## config.mk

```make
export PLATFORM = sky130hd
export DESIGN_NAME = bp_cfg_param_responder
export DESIGN_NICKNAME = d
export VERILOG_FILES = /design/src/rtl/bp_common_aviary_pkg.sv /design/src/rtl/bp_cfg_field_mux.sv /design/src/rtl/bp_cfg_param_responder.sv
export SDC_FILE = /design/constraint.sdc
export NUM_CORES = 1
export LEC_CHECK = 0
export CORE_MARGIN = 2
export CORE_UTILIZATION = 40
export CTS_CLUSTER_SIZE = 20
export DETAILED_ROUTE_END_ITERATION = 7
export PLACE_DENSITY = 0.71
export SETUP_SLACK_MARGIN = 0.02
export SYNTH_ARGS = -nofsm -noshare
export SYNTH_HDL_FRONTEND = slang
export SYNTH_HIERARCHICAL = 1
export SYNTH_SLANG_ARGS = --single-unit
```

## constraint.sdc

```tcl
create_clock -name clk_i -period 5 [get_ports clk_i]
set_clock_uncertainty 0.1 [all_clocks]
set_input_delay 1 -clock clk_i [delete_from_list [all_inputs] [get_ports clk_i]]
set_output_delay 1 -clock clk_i [all_outputs]
set_load 0.005 [all_outputs]
```

## src/rtl/bp_common_aviary_pkg.sv

```systemverilog
// Shared processor parameter table and config-responder types.
// Each config is one bp_proc_param_s entry in all_cfgs_gp, indexed by bp_params_e.
package bp_common_aviary_pkg;

  typedef enum logic [1:0] {
    e_bp_inv_cfg         = 2'd0,
    e_bp_single_core_cfg = 2'd1,
    e_bp_dual_core_cfg   = 2'd2
  } bp_params_e;

  localparam int bp_num_cfgs_gp = 3;

  // Member order defines the numeric field IDs served by bp_cfg_field_mux.
  typedef struct packed {
    int unsigned num_core;
    int unsigned cc_x_dim;
    int unsigned cc_y_dim;
    int unsigned num_io;
    int unsigned num_cce;
    int unsigned num_lce;
    int unsigned asid_width;
    int unsigned vaddr_width;
    int unsigned paddr_width;
    int unsigned branch_metadata_fwd_width;
    int unsigned btb_tag_width;
    int unsigned btb_idx_width;
    int unsigned bht_idx_width;
    int unsigned ghist_width;
    int unsigned itlb_els;
    int unsigned dtlb_els;
    int unsigned cce_pc_width;
    int unsigned lce_sets;
    int unsigned lce_assoc;
    int unsigned cce_block_width;
    int unsigned fe_queue_fifo_els;
    int unsigned fe_cmd_fifo_els;
    int unsigned async_coh_clk;
    int unsigned coh_noc_max_credits;
    int unsigned coh_noc_cord_width;
    int unsigned coh_noc_cid_width;
    int unsigned coh_noc_len_width;
    int unsigned coh_noc_flit_width;
    int unsigned async_mem_clk;
    int unsigned mem_noc_max_credits;
    int unsigned mem_noc_cord_width;
    int unsigned mem_noc_flit_width;
    int unsigned mem_noc_did_width;
    int unsigned mem_noc_len_width;
  } bp_proc_param_s;

  localparam bp_proc_param_s bp_inv_cfg_p = '0;

  localparam bp_proc_param_s bp_single_core_cfg_p = '{
    num_core                  : 1,
    cc_x_dim                  : 1,
    cc_y_dim                  : 1,
    num_io                    : 1,
    num_cce                   : 1,
    num_lce                   : 2,
    asid_width                : 10,
    vaddr_width               : 39,
    paddr_width               : 40,
    branch_metadata_fwd_width : 36,
    btb_tag_width             : 9,
    btb_idx_width             : 6,
    bht_idx_width             : 9,
    ghist_width               : 2,
    itlb_els                  : 8,
    dtlb_els                  : 8,
    cce_pc_width              : 8,
    lce_sets                  : 64,
    lce_assoc                 : 8,
    cce_block_width           : 512,
    fe_queue_fifo_els         : 8,
    fe_cmd_fifo_els           : 4,
    async_coh_clk             : 0,
    coh_noc_max_credits       : 8,
    coh_noc_cord_width        : 4,
    coh_noc_cid_width         : 2,
    coh_noc_len_width         : 3,
    coh_noc_flit_width        : 62,
    async_mem_clk             : 0,
    mem_noc_max_credits       : 8,
    mem_noc_cord_width        : 4,
    mem_noc_flit_width        : 30,
    mem_noc_did_width         : 3,
    mem_noc_len_width         : 5
  };

  // Widens a base config along x; every core brings one CCE and two LCEs.
  function automatic bp_proc_param_s bp_scale_cc_x(bp_proc_param_s base, int unsigned x_dim);
    bp_proc_param_s cfg;
    cfg          = base;
    cfg.cc_x_dim = x_dim;
    cfg.num_core = x_dim * base.cc_y_dim;
    cfg.num_cce  = cfg.num_core;
    cfg.num_lce  = 2 * cfg.num_core;
    return cfg;
  endfunction

  localparam bp_proc_param_s bp_dual_core_cfg_p = bp_scale_cc_x(bp_single_core_cfg_p, 2);

  localparam bp_proc_param_s [bp_num_cfgs_gp-1:0] all_cfgs_gp = {
    bp_dual_core_cfg_p,
    bp_single_core_cfg_p,
    bp_inv_cfg_p
  };

  localparam int bp_cfg_num_fields_gp = 34;

  typedef enum logic [5:0] {
    e_field_num_core                  = 6'd0,
    e_field_cc_x_dim                  = 6'd1,
    e_field_cc_y_dim                  = 6'd2,
    e_field_num_io                    = 6'd3,
    e_field_num_cce                   = 6'd4,
    e_field_num_lce                   = 6'd5,
    e_field_asid_width                = 6'd6,
    e_field_vaddr_width               = 6'd7,
    e_field_paddr_width               = 6'd8,
    e_field_branch_metadata_fwd_width = 6'd9,
    e_field_btb_tag_width             = 6'd10,
    e_field_btb_idx_width             = 6'd11,
    e_field_bht_idx_width             = 6'd12,
    e_field_ghist_width               = 6'd13,
    e_field_itlb_els                  = 6'd14,
    e_field_dtlb_els                  = 6'd15,
    e_field_cce_pc_width              = 6'd16,
    e_field_lce_sets                  = 6'd17,
    e_field_lce_assoc                 = 6'd18,
    e_field_cce_block_width           = 6'd19,
    e_field_fe_queue_fifo_els         = 6'd20,
    e_field_fe_cmd_fifo_els           = 6'd21,
    e_field_async_coh_clk             = 6'd22,
    e_field_coh_noc_max_credits       = 6'd23,
    e_field_coh_noc_cord_width        = 6'd24,
    e_field_coh_noc_cid_width         = 6'd25,
    e_field_coh_noc_len_width         = 6'd26,
    e_field_coh_noc_flit_width        = 6'd27,
    e_field_async_mem_clk             = 6'd28,
    e_field_mem_noc_max_credits       = 6'd29,
    e_field_mem_noc_cord_width        = 6'd30,
    e_field_mem_noc_flit_width        = 6'd31,
    e_field_mem_noc_did_width         = 6'd32,
    e_field_mem_noc_len_width         = 6'd33
  } bp_cfg_field_e;

  typedef enum logic [1:0] {
    e_idle = 2'd0,
    e_resp = 2'd1,
    e_dump = 2'd2
  } bp_cfg_state_e;

endpackage

```

## src/rtl/bp_cfg_field_mux.sv

```systemverilog
// Combinational field-ID lookup into a constant bp_proc_param_s entry.
// Unknown IDs return zero data with err set.
module bp_cfg_field_mux
  import bp_common_aviary_pkg::*;
#(
  parameter bp_proc_param_s proc_param_p     = '0,
  parameter int             data_width_p     = 64,
  parameter int             field_id_width_p = 6
) (
  input  logic [field_id_width_p-1:0] field,
  output logic [data_width_p-1:0]     data,
  output logic                        err
);

  logic [31:0] id_ext;
  logic [31:0] value;

  // Range check on the full-width ID so wide IDs never alias onto valid fields.
  assign id_ext = 32'(field);

  // NOTE: every output of this block gets a default first, so no path infers a latch.
  always_comb begin
    value = '0;
    err   = 1'b0;
    if (id_ext >= 32'(bp_cfg_num_fields_gp)) begin
      err = 1'b1;
    end else begin
      case (bp_cfg_field_e'(id_ext[5:0]))
        e_field_num_core:                  value = proc_param_p.num_core;
        e_field_cc_x_dim:                  value = proc_param_p.cc_x_dim;
        e_field_cc_y_dim:                  value = proc_param_p.cc_y_dim;
        e_field_num_io:                    value = proc_param_p.num_io;
        e_field_num_cce:                   value = proc_param_p.num_cce;
        e_field_num_lce:                   value = proc_param_p.num_lce;
        e_field_asid_width:                value = proc_param_p.asid_width;
        e_field_vaddr_width:               value = proc_param_p.vaddr_width;
        e_field_paddr_width:               value = proc_param_p.paddr_width;
        e_field_branch_metadata_fwd_width: value = proc_param_p.branch_metadata_fwd_width;
        e_field_btb_tag_width:             value = proc_param_p.btb_tag_width;
        e_field_btb_idx_width:             value = proc_param_p.btb_idx_width;
        e_field_bht_idx_width:             value = proc_param_p.bht_idx_width;
        e_field_ghist_width:               value = proc_param_p.ghist_width;
        e_field_itlb_els:                  value = proc_param_p.itlb_els;
        e_field_dtlb_els:                  value = proc_param_p.dtlb_els;
        e_field_cce_pc_width:              value = proc_param_p.cce_pc_width;
        e_field_lce_sets:                  value = proc_param_p.lce_sets;
        e_field_lce_assoc:                 value = proc_param_p.lce_assoc;
        e_field_cce_block_width:           value = proc_param_p.cce_block_width;
        e_field_fe_queue_fifo_els:         value = proc_param_p.fe_queue_fifo_els;
        e_field_fe_cmd_fifo_els:           value = proc_param_p.fe_cmd_fifo_els;
        e_field_async_coh_clk:             value = proc_param_p.async_coh_clk;
        e_field_coh_noc_max_credits:       value = proc_param_p.coh_noc_max_credits;
        e_field_coh_noc_cord_width:        value = proc_param_p.coh_noc_cord_width;
        e_field_coh_noc_cid_width:         value = proc_param_p.coh_noc_cid_width;
        e_field_coh_noc_len_width:         value = proc_param_p.coh_noc_len_width;
        e_field_coh_noc_flit_width:        value = proc_param_p.coh_noc_flit_width;
        e_field_async_mem_clk:             value = proc_param_p.async_mem_clk;
        e_field_mem_noc_max_credits:       value = proc_param_p.mem_noc_max_credits;
        e_field_mem_noc_cord_width:        value = proc_param_p.mem_noc_cord_width;
        e_field_mem_noc_flit_width:        value = proc_param_p.mem_noc_flit_width;
        e_field_mem_noc_did_width:         value = proc_param_p.mem_noc_did_width;
        e_field_mem_noc_len_width:         value = proc_param_p.mem_noc_len_width;
        default:                           err   = 1'b1;
      endcase
    end
  end

  assign data = data_width_p'(value);

endmodule

```

## src/rtl/bp_cfg_param_responder.sv

```systemverilog
// Read-side responder for one static processor parameter config: single-field
// reads and field dumps over valid/ready requests and valid/yumi responses.
module bp_cfg_param_responder
  import bp_common_aviary_pkg::*;
#(
  parameter bp_params_e cfg_p            = e_bp_single_core_cfg,
  parameter int         data_width_p     = 64,
  parameter int         field_id_width_p = 6
) (
  input  logic                        clk_i,
  input  logic                        reset_n_i,
  input  logic                        req_v_i,
  output logic                        req_ready_o,
  input  logic                        req_dump_i,
  input  logic [field_id_width_p-1:0] req_field_i,
  output logic                        resp_v_o,
  input  logic                        resp_yumi_i,
  output logic [field_id_width_p-1:0] resp_field_o,
  output logic [data_width_p-1:0]     resp_data_o,
  output logic                        resp_err_o,
  output logic                        resp_last_o
);

  localparam bp_proc_param_s proc_param_lp = all_cfgs_gp[cfg_p];
  localparam bit             inv_cfg_lp    = (cfg_p == e_bp_inv_cfg);
  localparam logic [field_id_width_p-1:0] last_field_lp =
    field_id_width_p'(bp_cfg_num_fields_gp - 1);

  bp_cfg_state_e                 state_r, state_n;
  // field_r doubles as the dump beat counter: it is the ID of the beat on the bus.
  logic [field_id_width_p-1:0]   field_r, field_n;
  logic [data_width_p-1:0]       data_r, data_n;
  logic                          err_r, err_n;
  logic                          last_r, last_n;

  logic [field_id_width_p-1:0]   lookup_field;
  logic [data_width_p-1:0]       mux_data, lookup_data;
  logic                          mux_err, lookup_err;
  logic                          req_fire, resp_fire, req_in_range;

  // During a dump the lookup pre-computes the next beat so it follows without a bubble.
  assign lookup_field = (state_r == e_dump) ? field_r + field_id_width_p'(1) : req_field_i;

  bp_cfg_field_mux #(
    .proc_param_p     (proc_param_lp),
    .data_width_p     (data_width_p),
    .field_id_width_p (field_id_width_p)
  ) field_mux (
    .field (lookup_field),
    .data  (mux_data),
    .err   (mux_err)
  );

  assign lookup_data  = inv_cfg_lp ? '0 : mux_data;
  assign lookup_err   = inv_cfg_lp | mux_err;
  assign req_in_range = (32'(req_field_i) < 32'(bp_cfg_num_fields_gp));

  assign resp_v_o    = (state_r != e_idle);
  assign req_ready_o = (state_r == e_idle) | ((state_r == e_resp) & resp_yumi_i);
  assign req_fire    = req_v_i & req_ready_o;
  assign resp_fire   = resp_v_o & resp_yumi_i;

  always_comb begin
    state_n = state_r;
    field_n = field_r;
    data_n  = data_r;
    err_n   = err_r;
    last_n  = last_r;
    case (state_r)
      e_idle, e_resp: begin
        if (req_fire) begin
          field_n = req_field_i;
          data_n  = lookup_data;
          err_n   = lookup_err;
          if (req_dump_i && req_in_range) begin
            state_n = e_dump;
            last_n  = (req_field_i == last_field_lp);
          end else begin
            state_n = e_resp;
            last_n  = 1'b1;
          end
        end else if (resp_fire) begin
          state_n = e_idle;
        end
      end
      e_dump: begin
        if (resp_fire) begin
          if (last_r) begin
            state_n = e_idle;
          end else begin
            field_n = lookup_field;
            data_n  = lookup_data;
            err_n   = lookup_err;
            last_n  = (lookup_field == last_field_lp);
          end
        end
      end
      default: state_n = e_idle;
    endcase
  end

  // NOTE: sequential state uses non-blocking assignments so every register samples pre-edge values.
  always_ff @(posedge clk_i or negedge reset_n_i) begin
    if (!reset_n_i) begin
      state_r <= e_idle;
      field_r <= '0;
      data_r  <= '0;
      err_r   <= 1'b0;
      last_r  <= 1'b0;
    end else begin
      state_r <= state_n;
      field_r <= field_n;
      data_r  <= data_n;
      err_r   <= err_n;
      last_r  <= last_n;
    end
  end

  assign resp_field_o = field_r;
  assign resp_data_o  = data_r;
  assign resp_err_o   = err_r;
  assign resp_last_o  = last_r;

  yumi_needs_valid: assert property (@(posedge clk_i) disable iff (!reset_n_i)
    resp_yumi_i |-> resp_v_o);

endmodule

```

# Word-level counts from Yosys, hierarchy flattened
# Cells that the tools add are included.
dict set report classes {
  eq_ne 41
  n_reduce_logical 16
  n_addsub 1
  mux 28
  n_bitwise 4
  n_lt_le_gt_ge 2
}
# op count
set op_table {}
lappend op_table {{$mux 64} 3}
lappend op_table {{$pmux 10 s16} 1}
lappend op_table {{$pmux 64 s2} 1}
lappend op_table {{$eq 6x5->1 const B} 16}
lappend op_table {{$eq 6x4->1 const B} 8}
lappend op_table {{$reduce_or 34->1} 1}
lappend op_table {{$mux 32} 1}
lappend op_table {{$eq 6x3->1 const B} 4}
lappend op_table {{$mux 6} 4}
lappend op_table {{$eq 6x6->1 const B} 3}
lappend op_table {{$eq 6x2->1 const B} 2}
lappend op_table {{$pmux 6 s2} 1}
lappend op_table {{$mux 2} 5}
lappend op_table {{$mux 1} 9}
lappend op_table {{$ne 2x2->1 const B} 4}
lappend op_table {{$reduce_or 7->1} 1}
lappend op_table {{$add 6x1->6 const B} 1}
lappend op_table {{$eq 6x1->1 const B} 1}
lappend op_table {{$ge 6x6->1 const B} 1}
lappend op_table {{$logic_not 6->1} 1}
lappend op_table {{$lt 6x6->1 const B} 1}
lappend op_table {{$reduce_and 3->1} 2}
lappend op_table {{$reduce_or 2->1} 3}
lappend op_table {{$reduce_or 3->1} 2}
lappend op_table {{12 further kinds} 16}
dict set report totals {
  register_bits 74
  in_bits 11
  out_inout_bits 74
  word_cells 97
}

# Depth between registers and ports, before layout
dict set report logic_depth {
  depth_word 9
  mapped_depth 10
  ltp_nobuf 8
}

# Hierarchy
# The synthesis kept the hierarchy.
# mod area_per_inst_um2 cells_each instances seq_area_each_um2
set by_module_without_submodules {}
lappend by_module_without_submodules {bp_cfg_param_responder 3329.4 203 1 1851.8}
lappend by_module_without_submodules {bp_cfg_field_mux 808.3 110 1 0.0}

# Worst setup path before layout
# OpenSTA, ideal clock, no wires.
dict set report synth_timing {
  path_type {in2reg}
  startpoint {in req_field_i[3]}
  endpoint {reg data_r[2], in the netlist resp_data_o[2]}
  setup_time_ps 125
  required_ps 4775
  stages 7
  path_buffers 1
  setup_slack_ps 2483
  arrival_ps 2292
  path_cell_list {nand2_1 -> o21ai_0 -> buf_4 -> o211ai_1 -> a31oi_1 -> or3_1 -> mux2_4}
}
dict set report synth_between {
  elab_chain_cells 8
  word_cells_on_any_way 46
  classes_between {1 x order compare; 31 x eq/ne; 7 x mux; 7 x reduce/logical}
}
# element line_no
set synth_lines {}
lappend synth_lines {{start, declared} bp_cfg_param_responder.sv:15} ;# input logic [field_id_width_p-1:0] req_field_i,
lappend synth_lines {{$mux 6 (*)} bp_cfg_param_responder.sv:42} ;# assign lookup_field = (state_r == e_dump) ? field_r + field_id_width_p'(1) : req_field_i;
lappend synth_lines {{$eq 6x4->1, or another cell as far along} bp_cfg_field_mux.sv:28} ;# case (bp_cfg_field_e'(id_ext[5:0]))
lappend synth_lines {{$reduce_or 7->1 (no line), or another cell as far along} --}
lappend synth_lines {{$pmux 10 s16} bp_cfg_field_mux.sv:28}
lappend synth_lines {{$mux 32 (*)} bp_cfg_field_mux.sv:25} ;# if (id_ext >= 32'(bp_cfg_num_fields_gp)) begin
lappend synth_lines {{$mux 64} bp_cfg_param_responder.sv:88} ;# if (last_r) begin
lappend synth_lines {{$mux 64} bp_cfg_param_responder.sv:87} ;# if (resp_fire) begin
lappend synth_lines {{$pmux 64 s2 (*)} bp_cfg_param_responder.sv:69} ;# case (state_r)
lappend synth_lines {{via data_n[2]} bp_cfg_param_responder.sv:32} ;# logic [data_width_p-1:0] data_r, data_n;
lappend synth_lines {{end signal, assigned} bp_cfg_param_responder.sv:113} ;# data_r <= data_n;
lappend synth_lines {{end, declared} bp_cfg_param_responder.sv:32}
# Mark *: on every way through the listed nets, which the timed path passes. The rest lies on a longest branch. The select of a mux whose other input is x is not followed.
# A chain may end at the register's enable or synchronous reset.

# Worst setup path in the final report
dict set report layout_timing {
  startpoint {in resp_yumi_i}
  endpoint {out req_ready_o}
}
dict set report layout_between {
  elab_chain_cells 2
}
# element line_no
set layout_lines {}
lappend layout_lines {{start, declared} bp_cfg_param_responder.sv:17} ;# input logic resp_yumi_i,
lappend layout_lines {{$and 1x1->1} bp_cfg_param_responder.sv:59} ;# assign req_ready_o = (state_r == e_idle) | ((state_r == e_resp) & resp_yumi_i);
lappend layout_lines {{$or 1x1->1} bp_cfg_param_responder.sv:59}
lappend layout_lines {{end, declared} bp_cfg_param_responder.sv:13} ;# output logic req_ready_o,
# Every way passes these cells.

==> impl_results.md <==
* DIE HEIGHT at 106 µm
* Ys flop type: dfrtp_1
* Worst r2r dst: resp_data_o[1]$_DFFE_PN0P_
* GRT Residual Overflow at 0
* Syn Std Cell Area at 0.00414 mm²
* Crit path max fanout at 4
* Worst r2r path cells at 7
* Clk buf depth at 2
* CP Data Arrival Time at 2.18 ns
* Wire length per cell at 13.7 µm
* Sink Count at between 70 and 80
* Rows at 37
* Register area share after synthesis at 0.448
* RR Startpoint: state_r[1]$_DFFE_PN0P_
* Asr flop ratio synth at 1.00
* Nets at 408
* CTS tree: yes
* Skew-Pair Late Insertion Delay at 0.34 ns
* Crit Path Class: in -> out
* Cell variety after synth at 49
* Flop-to-flop setup slack at about 2.2 ns
* Fillers at 924
* Drt initial violations at 115
* Fin. Hold Viols at 0
* CP Launch Type: input pin
* Post-synthesis instance total at approximately 310
* Post-route ant nets at 0
* GP Congestion at 0.707
* H-tree levels at 3
* First drt pass iteration count at 4
* Most frequent cells in the layout: 83 x clkdlybuf4s50_1, 74 x dfrtp_1, 70 x mux2_4
* Post_cts resized at 0
* Synth Register Bits at 74
* Mapped Avg Cell Area at around 13 µm²
* Worst Setup SP: resp_yumi_i
* FMAX at ~300 MHz
* Max IR drop VDD at 0.251 mV
* Initial Util at 0.406
* # diodes at 0
* Post-synth top area share at 0.448
* Final setup violation count at 0
* Critical path endpoint: req_ready_o
* Core Footprint at 0.0102 mm²
* Cts hold-fix bufs at 0
* Vias in the first global route at around 2,400
* Leakage Power at 2.34 nW
* Area grow syn2layout at 21.3%
* Global Route Usage Sum at 0.137
* Overall Power at between 3 and 4 mW
* Worst slew pin tran at 0.925 ns
* Initial antenna violation count at 0
* Multi-input logic area at 0.00191 mm²
* DRC viols at 0
* Power Dens Cells at 659 mW/mm²
* Post-layout min period at 3.28 ns
* Setup TNS at 0 ns
* EDFF count, synth at 0
* Post-CTS setup buffer count at 0
* First-pass GRT wire length at 12.2 mm
* Synth top area cells: dfrtp_1 45%, mux2_4 25%, buf_4 11%, buf_6 2.4%, xor2_1 1.1%
* PortBufs at 84
* Period utilization at 0.656
* IO Pins at 85
* Slew Limit Headroom at 0.383
* Placed insts at 521
* Status: finished, final reports clean
* Vias per cell at 4.47
* Hold Path Class: reg -> reg
* Die Area at 0.0112 mm²
* Die Wd at 106 µm
* Yosys Warn Count at 6
* Via count at 2,403
* Max cap viols at 0
* Largest area contributor in the netlist: dfrtp_1
* RSZ-0062 raised after global routing: no
* Most common cell after layout, fill and taps aside: clkdlybuf4s50_1
* CTS buffer count at 9
* Largest net degree at the start of global routing at 75
* Post-DP HPWL at 4.99 mm
* Share of cells above drive strength 1 at 0.249
* Reg area at 0.00185 mm²
* Max Slew Vio Count at 0
* Clock Pin Slew Worst Setup and Hold Paths at roughly 0.07 ns
* Non-filler cells, final at 537
* CTS Root Buffer Type: clkbuf_8
* Required @ worst endpoint at 3.90 ns
* Critical Path End Type: primary output
* Total routed wirelength at 7.37 mm
-- registers in the layout, summed over array words and instances, names as in the netlist --
signal / cells
resp_field_o: 6
state_r: 2
resp_err_o: 1
resp_last_o: 1
resp_data_o: 64
-- logic make-up after synthesis --
family	Yosys count	synth area share
compound gates	27	0.0466
xor+xnor	5	0.0106
fa+ha+maj	2	0.00544
buf+inv	76	0.140
flops	74	0.448
mux	73	0.262
other cells	1	0.000906
simple gates	55	0.0868
-- Yosys cell counts (all sizes together), types with 2 or more instances --
master	number
dfrtp	74
mux2	72
buf	71
nand2	11
a21oi	6
o21ai	6
nand3b	5
xor2	5
a31oi	4
inv	4
nand2b	4
nand3	4
nor2b	4
nor2	3
nor4	3
nor4bb	3
or3	3
a211oi	2
nand4	2
nor3	2
o32ai	2
or4b	2
-- worst min-delay path by stage --
stage / start / endpoint / depth (start not counted) / slack (ns)
2_1_floorplan: resp_data_o[18]$_DFFE_PN0P_ / resp_data_o[18]$_DFFE_PN0P_ / 1 / 0.40
3_3_place_gp: resp_data_o[18]$_DFFE_PN0P_ / resp_data_o[18]$_DFFE_PN0P_ / 1 / 0.39
3_5_place_dp: resp_data_o[45]$_DFFE_PN0P_ / resp_data_o[45]$_DFFE_PN0P_ / 1 / 0.39
4_1_cts: resp_data_o[18]$_DFFE_PN0P_ / resp_data_o[18]$_DFFE_PN0P_ / 1 / 0.42
5_1_grt: resp_data_o[18]$_DFFE_PN0P_ / resp_data_o[18]$_DFFE_PN0P_ / 1 / 0.43
6_report: resp_data_o[18]$_DFFE_PN0P_ / resp_data_o[18]$_DFFE_PN0P_ / 1 / 0.41
-- stage by stage --
| stage | util | setup slack, ns | instance area, µm² | hold slack [ns] |
|---|---|---|---|---|
| finish | 0.493 | 1.72 | 5020 | 0.410 |
| detailed placement | 0.474 | 1.71 | 4820 | 0.391 |
| floorplan | - | 2.48 | 4340 | 0.404 |
| CTS | 0.493 | 1.71 | 5020 | 0.416 |
| global route | 0.493 | 1.65 | 5020 | 0.432 |
| global placement | 0.474 | 1.71 | 4820 | 0.390 |
-- layout make-up --
class                      instances  area share
clock buffer                      10      0.0254
clock inverter                     6      0.0130
inverter                           4     0.00299
multi-input combinational        218       0.381
sequential                        74       0.369
tap                              136      0.0339
timing repair buffer              89       0.175
-- worst max-delay path: stages --
cell,delay (ns)
clkdlybuf4s50_1,0.52
nor2b_1,0.07
nor2_1,0.08
clkdlybuf4s50_1,0.51
-- where the power goes --
part	leakage (nW)	internal, mW	switching, mW
sequential	0.879	0.891	0.218
combinational	1.36	1.15	0.594
clock	0.0966	0.231	0.223
-- metal layers --
metal  routed length [µm]  vias up  part of all wire  track usage
li1                     -     1159                 -            -
met1                 3350     1184              0.45        0.180
met2                 3580       49              0.49        0.212
met3                  311       11             0.042       0.0365
met4                  129        0             0.018       0.0611
met5                    0        -                 0            0
Power figures use the tool's default switching activity.
